## src/rtl/commit_arbiter_unit.sv

```systemverilog
// Round-robin commit arbiter: merges NUM_UNITS commit streams into one registered
// writeback/commit port, holding sop/eop bursts atomic. Counters gated by COMMIT_ARB_PERF_EN.
module commit_arbiter_unit #(
    parameter int NUM_UNITS   = 4,
    parameter int NUM_THREADS = 4,
    parameter int NW_WIDTH    = 2,
    parameter int XLEN        = 32,
    parameter int NR_BITS     = 6,
    parameter int UUID_WIDTH  = 1,
    parameter int CNT_WIDTH   = 32,
    parameter int DATAW       = UUID_WIDTH + NW_WIDTH + NUM_THREADS + XLEN + 1 + NR_BITS
                                + NUM_THREADS * XLEN + 1 + 1 + 1
) (
    input  logic                            clk,
    input  logic                            reset,
    input  logic [NUM_UNITS-1:0]            in_valid,
    output logic [NUM_UNITS-1:0]            in_ready,
    input  logic [NUM_UNITS*DATAW-1:0]      in_data,
    output logic                            wb_valid,
    output logic [NW_WIDTH-1:0]             wb_wid,
    output logic [NR_BITS-1:0]              wb_rd,
    output logic [NUM_THREADS-1:0]          wb_tmask,
    output logic [NUM_THREADS*XLEN-1:0]     wb_data,
    output logic [XLEN-1:0]                 wb_pc,
    output logic                            sched_valid,
    output logic [NW_WIDTH-1:0]             sched_wid,
    output logic [CNT_WIDTH-1:0]            instr_count,
    output logic [CNT_WIDTH-1:0]            stall_count
);

    localparam int PTR_W     = (NUM_UNITS > 1) ? $clog2(NUM_UNITS) : 1;
    localparam int EOP_B     = 0;
    localparam int SOP_B     = 1;
    localparam int PID_B     = 2;
    localparam int DATA_LSB  = 3;
    localparam int RD_LSB    = DATA_LSB + NUM_THREADS * XLEN;
    localparam int WB_B      = RD_LSB + NR_BITS;
    localparam int PC_LSB    = WB_B + 1;
    localparam int TMASK_LSB = PC_LSB + XLEN;
    localparam int WID_LSB   = TMASK_LSB + NUM_THREADS;
    localparam int UUID_LSB  = WID_LSB + NW_WIDTH;

    localparam logic [PTR_W:0]   NU_EXT = (PTR_W + 1)'(NUM_UNITS);
    localparam logic [PTR_W-1:0] LAST_U = PTR_W'(NUM_UNITS - 1);

    logic [PTR_W-1:0]             r_rr_ptr;
    logic                         r_lock;
    logic [PTR_W-1:0]             r_lock_unit;
    logic                         r_wb_valid;
    logic [NW_WIDTH-1:0]          r_wb_wid;
    logic [NR_BITS-1:0]           r_wb_rd;
    logic [NUM_THREADS-1:0]       r_wb_tmask;
    logic [NUM_THREADS*XLEN-1:0]  r_wb_data;
    logic [XLEN-1:0]              r_wb_pc;
    logic                         r_sched_valid;
    logic [NW_WIDTH-1:0]          r_sched_wid;

    logic [DATAW-1:0]             w_pkt [NUM_UNITS];
    logic [DATAW-1:0]             w_sel;
    logic                         w_found;
    logic [PTR_W-1:0]             w_gidx;
    logic [PTR_W:0]               w_scan;
    logic [NUM_UNITS-1:0]         w_ready;
    logic [PTR_W-1:0]             w_rr_next;
    logic                         w_accept;
    logic                         w_eop;
    logic                         w_wb;
    logic [NW_WIDTH-1:0]          w_wid;
    logic                         w_unused_fields;

    for (genvar u = 0; u < NUM_UNITS; u++) begin : g_unpack
        assign w_pkt[u] = in_data[u*DATAW +: DATAW];
    end

    // Grant: the locked unit alone, otherwise first valid unit at or after rr_ptr.
    always_comb begin
        w_found = 1'b0;
        w_gidx  = '0;
        w_scan  = '0;
        if (r_lock) begin
            w_gidx  = r_lock_unit;
            w_found = in_valid[r_lock_unit];
        end else begin
            for (int i = NUM_UNITS - 1; i >= 0; i--) begin
                w_scan = {1'b0, r_rr_ptr} + (PTR_W + 1)'(i);
                if (w_scan >= NU_EXT) begin
                    w_scan = w_scan - NU_EXT;
                end
                if (in_valid[w_scan[PTR_W-1:0]]) begin
                    w_found = 1'b1;
                    w_gidx  = w_scan[PTR_W-1:0];
                end
            end
        end
    end

    always_comb begin
        w_ready = '0;
        if (w_found) begin
            w_ready[w_gidx] = 1'b1;
        end
    end

    assign in_ready  = w_ready;
    assign w_accept  = w_found;
    assign w_sel     = w_pkt[w_gidx];
    assign w_eop     = w_sel[EOP_B];
    assign w_wb      = w_sel[WB_B];
    assign w_wid     = w_sel[WID_LSB +: NW_WIDTH];
    assign w_rr_next = (w_gidx == LAST_U) ? '0 : w_gidx + 1'b1;

    // sop, pid and uuid ride along but do not steer arbitration.
    assign w_unused_fields = ^{w_sel[SOP_B], w_sel[PID_B], w_sel[UUID_LSB +: UUID_WIDTH]};

    // Arbitration state and registered commit port.
    always_ff @(posedge clk or posedge reset) begin
        if (reset) begin
            r_rr_ptr      <= '0;
            r_lock        <= 1'b0;
            r_lock_unit   <= '0;
            r_wb_valid    <= 1'b0;
            r_wb_wid      <= '0;
            r_wb_rd       <= '0;
            r_wb_tmask    <= '0;
            r_wb_data     <= '0;
            r_wb_pc       <= '0;
            r_sched_valid <= 1'b0;
            r_sched_wid   <= '0;
        end else begin
            r_wb_valid    <= w_accept && w_wb;
            r_sched_valid <= w_accept && w_eop;
            if (w_accept) begin
                r_wb_wid   <= w_wid;
                r_wb_rd    <= w_sel[RD_LSB +: NR_BITS];
                r_wb_tmask <= w_sel[TMASK_LSB +: NUM_THREADS];
                r_wb_data  <= w_sel[DATA_LSB +: NUM_THREADS*XLEN];
                r_wb_pc    <= w_sel[PC_LSB +: XLEN];
                if (w_eop) begin
                    r_lock      <= 1'b0;
                    r_rr_ptr    <= w_rr_next;
                    r_sched_wid <= w_wid;
                end else begin
                    r_lock      <= 1'b1;
                    r_lock_unit <= w_gidx;
                end
            end
        end
    end

    assign wb_valid    = r_wb_valid;
    assign wb_wid      = r_wb_wid;
    assign wb_rd       = r_wb_rd;
    assign wb_tmask    = r_wb_tmask;
    assign wb_data     = r_wb_data;
    assign wb_pc       = r_wb_pc;
    assign sched_valid = r_sched_valid;
    assign sched_wid   = r_sched_wid;

`ifdef COMMIT_ARB_PERF_EN
    logic [CNT_WIDTH-1:0] r_instr_count;
    logic [CNT_WIDTH-1:0] r_stall_count;
    logic                 w_stall;

    // A stall cycle is any cycle where some valid unit was refused.
    assign w_stall = |(in_valid & ~w_ready);

    always_ff @(posedge clk or posedge reset) begin
        if (reset) begin
            r_instr_count <= '0;
            r_stall_count <= '0;
        end else begin
            if (w_accept && w_eop) begin
                r_instr_count <= r_instr_count + 1'b1;
            end
            if (w_stall) begin
                r_stall_count <= r_stall_count + 1'b1;
            end
        end
    end

    assign instr_count = r_instr_count;
    assign stall_count = r_stall_count;
`else
    assign instr_count = '0;
    assign stall_count = '0;
`endif

endmodule

```

## config.mk

```make
export PLATFORM = sky130hd
export DESIGN_NAME = commit_arbiter_unit
export DESIGN_NICKNAME = d
export VERILOG_FILES = /design/src/rtl/commit_arbiter_unit.sv
export SDC_FILE = /design/constraint.sdc
export NUM_CORES = 1
export LEC_CHECK = 0
export CAP_MARGIN = 25
export CELL_PAD_IN_SITES_DETAIL_PLACEMENT = 0
export CELL_PAD_IN_SITES_GLOBAL_PLACEMENT = 1
export CORE_AREA = 2 2 371 373
export DETAILED_ROUTE_END_ITERATION = 10
export DIE_AREA = 0 0 373 375
export PLACE_DENSITY_LB_ADDON = 0.25
export REMOVE_ABC_BUFFERS = 1
export SKIP_LAST_GASP = 1
export SYNTH_ARGS = -nofsm -noshare
export SYNTH_HDL_FRONTEND = slang
export SYNTH_SLANG_ARGS = --single-unit
export TNS_END_PERCENT = 20
```

## constraint.sdc

```tcl
create_clock -name clk -period 9.05 [get_ports clk]
set_input_delay 1.81 -clock clk [delete_from_list [all_inputs] [get_ports clk]]
set_output_delay 1.81 -clock clk [all_outputs]
set_load 0.01 [all_outputs]
```

; ---- Yosys cells after proc, flatten, opt, wreduce, memory -nomap -nowiden
; Index checks and enable logic that the tools add are counted.
[classes]
magnitude_cmp = 12
mux = 36
eq_ne = 1
n_addsub = 8
reduce_logical = 5
bitwise_logic = 2
[ops]
columns = cell, n
row1 = $bmux 177 s2, 1
row2 = $mux 176, 2
row3 = $mux 2, 14
row4 = $lt 2x3->1 const B, 6
row5 = $ge 3x3->1 const B, 4
row6 = $mux 1, 12
row7 = $bmux 1 s2, 5
row8 = $sub 2x1->2 const B, 4
row9 = $add 2x2->3 const B, 2
row10 = $mux 4, 1
row11 = $reduce_and 2->1, 2
row12 = $add 2x1->3 const B, 1
row13 = $ge 2x3->1 const B, 1
row14 = $logic_and 1x1->1, 3
row15 = $not 2->3, 1
row16 = $add 2x1->2 const B, 1
row17 = $demux 1 s2, 1
row18 = $eq 2x2->1 const B, 1
row19 = $ge 2x1->1 const B, 1
row20 = $not 1->1, 1
[totals]
out_inout_bits = 244
inputBits = 714
regBits = 181
elab_cells = 75

; ---- Logic depth before layout (Yosys ltp)
[logic_depth]
word_depth = 17
mapped_depth = 10
depth_no_buf = 8

; ---- Least setup slack after synthesis
; No wires, ideal clock.
[synth_timing]
path_type = in2out
startpoint = input in_valid[3]
endpoint = output in_ready[0]
cell_stages = 9
arrival_ns = 3.402
required_time_ns = 7.240
slack_ns = 3.838
n_path_buf = 3
path_cell_list = buf_2 > nand4b_1 > nand2_1 > o311ai_2 > inv_2 > buf_4 > buf_2 > ha_1 > and2_1
[synth_between]
elab_chain_cells = 12
word_cells_on_any_way = 26
cone_classes = 2 x order compare / 23 x mux / 1 x reduce/logical
[synth_lines]
columns = element, line
row1 = "start, declared", 16  ; input logic [NUM_UNITS-1:0] in_valid,
row2 = $bmux 1 s2, 89  ; if (in_valid[w_scan[PTR_W-1:0]]) begin
row3 = $mux 1 (implied by the code), 89
row4 = $mux 2 (4 in series), 89
row5 = $mux 2, 80  ; if (r_lock) begin
row6 = $lt 2x3->1 (implied by the code) / $ge 2x1->1 (equally long branches), 100  ; w_ready[w_gidx] = 1'b1;
row7 = $logic_and 1x1->1 (implied by the code), 100
row8 = $mux 1 (implied by the code), 100
row9 = $demux 1 s2, 100
row10 = $mux 4 (*), 99  ; if (w_found) begin
row11 = "end, declared", 17  ; output logic [NUM_UNITS-1:0] in_ready,
; Mark *: on every way between the ends. The rest lies on a longest branch, timed or not. The select of a mux whose other input is x is not followed.

; ---- Final worst setup path
[layout_timing]
startpoint = input in_valid[3]
endpoint = output in_ready[2]
; The elaborated chain is that of the path after synthesis.

==> run metrics <==
outcome finished clean; Inserted Clock Buffers 17; critical path type input pin to output port; Worst VDD drop roughly 0.24 mV; first-pass GRT wire length between 100000 and 150000 um; vias per inst 3.24; clock tree buffer depth 2; share of layout cells above drive strength 1 0.0268; min cycle time layout 6.34 ns; vias post-DR around 12000; core footprint 136000 sq um; CP top delay family buffers and inverters; initial antenna violation count 9; worst r2r path cells 10; PostCTS Resize Cnt 0; pre-CTS setup slack 2.69 ns; Adder-Cell Fraction of Synth Area 0.00430; Slew headroom 0.286; final WL between 70000 and 80000 um; CTS H-tree depth 4; I/O pin count around 960; fin nets 2642; number of global-route vias before repair 13000; largest net degree at the start of global routing between 100 and 150; max_cap viols 0; Metal-1 WL around 33000 um; Critical Path Start Type input pin; Placed Cells incl. Taps roughly 3700; RSZ-0062 raised after global routing false; Worst Path Required between 7 and 8 ns; clk root buf clkbuf_16; worst skew pair latency 0.53 ns; drt drc 0; Synth Area in Compound Gates 0.144; hold_buf cts 0; CP max stage delay around 0.67 ns; CP max stage cell clkdlybuf4s50_1; Post-Synthesis Cells between 1000 and 1500; Final period util 0.701; Syn. warnings 0; worst r2r dst wb_pc[11]; FMAX roughly 160 MHz; WHS Path Cells 2; P per Cell Area approximately 300 nW/um^2; r2r setup slk between 4 and 5 ns; Sequential Area 4530 sq um; Synth Area in XOR/XNOR 0; Buffers on Ports about 880; post-synthesis sequential area ratio 0.389; met3 wire len approximately 4400 um; final instance count without filler cells approximately 3700; Worst Tran Pin Value between 1 and 1.5 ns; hold path start wb_pc[16]; Multi-input gate area roughly 6400 sq um; Most common cell on crit path clkdlybuf4s50_1; die area between 100000 and 150000 sq um; Post-CTS Setup Inserts 0; Synth Area in Simple Gates 0.0742; synth top area cells dfrtp_1 39%, mux2i_1 30%, o221ai_1 13%; RePlAce Congestion around 0.85; Setup crit end kind output port; Mapped Area about 12000 sq um; Die Y 375 um; Reg clk slew, reported paths 0.07 ns; TritonCTS clock tree built; Die X 373 um; Worst Path Arrival ~4.5 ns; Antenna Nets Post-Route 0; clock sinks 181; DR top layer met5; WP buf/inv 4; routed length on met2 just under 40000 um; Initial Util 0.0854; num rows 136; total design power a little under 7 mW; largest family of logic cells by synthesized area multiplexers; crit path cell chain clkdlybuf4s50_1 -> nand4b_1 -> nand2_1 -> o221ai_1 -> o311ai_2 -> buf_4 -> inv_8 -> ha_1 -> and2_1 -> clkdlybuf4s50_1; Post-DP HPWL 62800 um; fill cell count 15200; Unique masters post-synth 36; GRT Overall Usage 0.106; Fin Clk Skew 0.0208 ns; leading area contributor after synthesis dfrtp_1; Final WS setup about 2.7 ns; R2R Path Start r_rr_ptr[0]; area share of the leading cell type in the synthesized netlist 0.389; TritonRoute pass-1 iters 4; Hold EP wb_pc[16]; static leakage approximately 9.7 nW; P&R area growth vs syn 95.1%; final setup fails 0; Synth Register Bits roughly 180; WL/cell 20.5 um; final-report hold violation count 0; initial drt markers around 510; Mapped Avg Cell Area ~10 sq um; grt total ovfl 0; Slew Viols, Final 0; mux cell area share after synthesis 0.303; class of the worst hold path flop to flop; Worst Path Max Fanout 41
-- per-layer routing --
metal	vias up	GRT usage
li1	5712	-
met1	5865	0.131
met2	494	0.184
met3	27	0.0289
met4	4	0.0238
met5	-	0
-- layout make-up --
| type | count | area share |
|---|---|---|
| clock inverters | 12 | 0.00523 |
| clock buffers | 20 | 0.0192 |
| inverters | 5 | 0.00149 |
| diodes | 4 | 0.000441 |
| multi-input cells | 827 | 0.281 |
| well taps | 1794 | 0.0988 |
| flip-flops and latches | 181 | 0.199 |
| repair buffers | 892 | 0.394 |
-- cell usage in the layout, fill, tap and decap left out, types with 3 or more instances in the layout --
cell type	count
o221ai_1	171
ha_1	4
conb_1	64
a21oi_1	6
a311oi_1	4
buf_12	4
buf_4	7
dfrtp_1	181
and2_1	6
clkdlybuf4s50_1	881
mux2i_1	348
and3_1	3
nor2_1	6
clkbuf_16	17
clkbuf_1	3
inv_6	4
diode_2	4
o21ai_0	6
inv_8	3
nand2b_1	3
nand2_1	186
-- metrics by stage --
| stage | utilization | TNS, ns | instance area, sq um | hold WS (ns) |
|---|---|---|---|---|
| floorplan | - | -2.58 | 10900 | 0.516 |
| global placement | 0.162 | 0 | 22100 | 0.469 |
| detailed placement | 0.162 | 0 | 22100 | 0.472 |
| CTS | 0.167 | 0 | 22700 | 0.492 |
| global route | 0.167 | 0 | 22700 | 0.505 |
| finish | 0.167 | 0 | 22700 | 0.488 |
-- worst reg2reg max path: cells and delay by family (launching register included) --
family          cells  cell delay [ns]
mux                 1             0.80
buf+inv             4             2.12
simple gates        2             0.28
flops               1             0.57
compound gates      3             0.57
-- synth_stat cells --
library cell,n
or2b_1,1
a21oi_2,1
nor2b_1,1
nand4bb_1,1
buf_4,67
dfrtp_1,181
nor2_1,6
mux2_2,1
mux2i_1,348
o21ai_0,6
ha_1,4
o311ai_2,1
and3_1,3
inv_1,3
o211ai_1,1
buf_2,67
nand4b_1,2
buf_1,1
a221o_1,1
and2_1,6
mux2_4,2
o221ai_1,171
inv_2,2
nand2_2,2
nor3_1,1
a2111oi_2,1
buf_6,3
nand2b_1,3
a21oi_1,6
clkbuf_1,27
a21o_1,1
o31ai_1,2
conb_1,1
a311oi_1,4
nand2_1,186
nor3b_1,1
-- sequential cells by signal, summed over array words and instances (netlist names), 2 cells and up --
signal,cells
wb_data,128
r_rr_ptr,2
sched_wid,2
wb_wid,2
wb_pc,32
wb_tmask,4
r_lock_unit,2
wb_rd,6
-- worst max-delay path by stage --
stage | startpoint | endpoint | slack [ns] | depth (start not counted)
global route | in_valid[3] | in_ready[2] | 2.56 | 10
finish | in_valid[3] | in_ready[2] | 2.71 | 10
detailed placement | in_valid[3] | in_ready[2] | 2.69 | 10
CTS | in_valid[3] | in_ready[2] | 2.70 | 10
global placement | in_valid[3] | in_ready[2] | 2.71 | 10
floorplan | in_valid[2] | in_ready[0] | -1.29 | 7
-- power by group --
group | total, mW | internal, mW | leakage [nW] | switching (mW)
clock network | 0.792 | 0.384 | 0.268 | 0.408
registers | 1.53 | 1.26 | 2.20 | 0.275
logic | 4.54 | 2.05 | 7.24 | 2.49
total | 6.87 | 3.69 | 9.70 | 3.18
-- cell families after synthesis --
family / Yosys count
AO/OA/AOI/OAI: 195
adder cells (fa/ha/maj): 4
buffers and inverters: 170
flip-flops: 181
multiplexers: 351
other: 1
AND/OR/NAND/NOR: 213
Note: power is estimated with default switching activity, not from simulation.
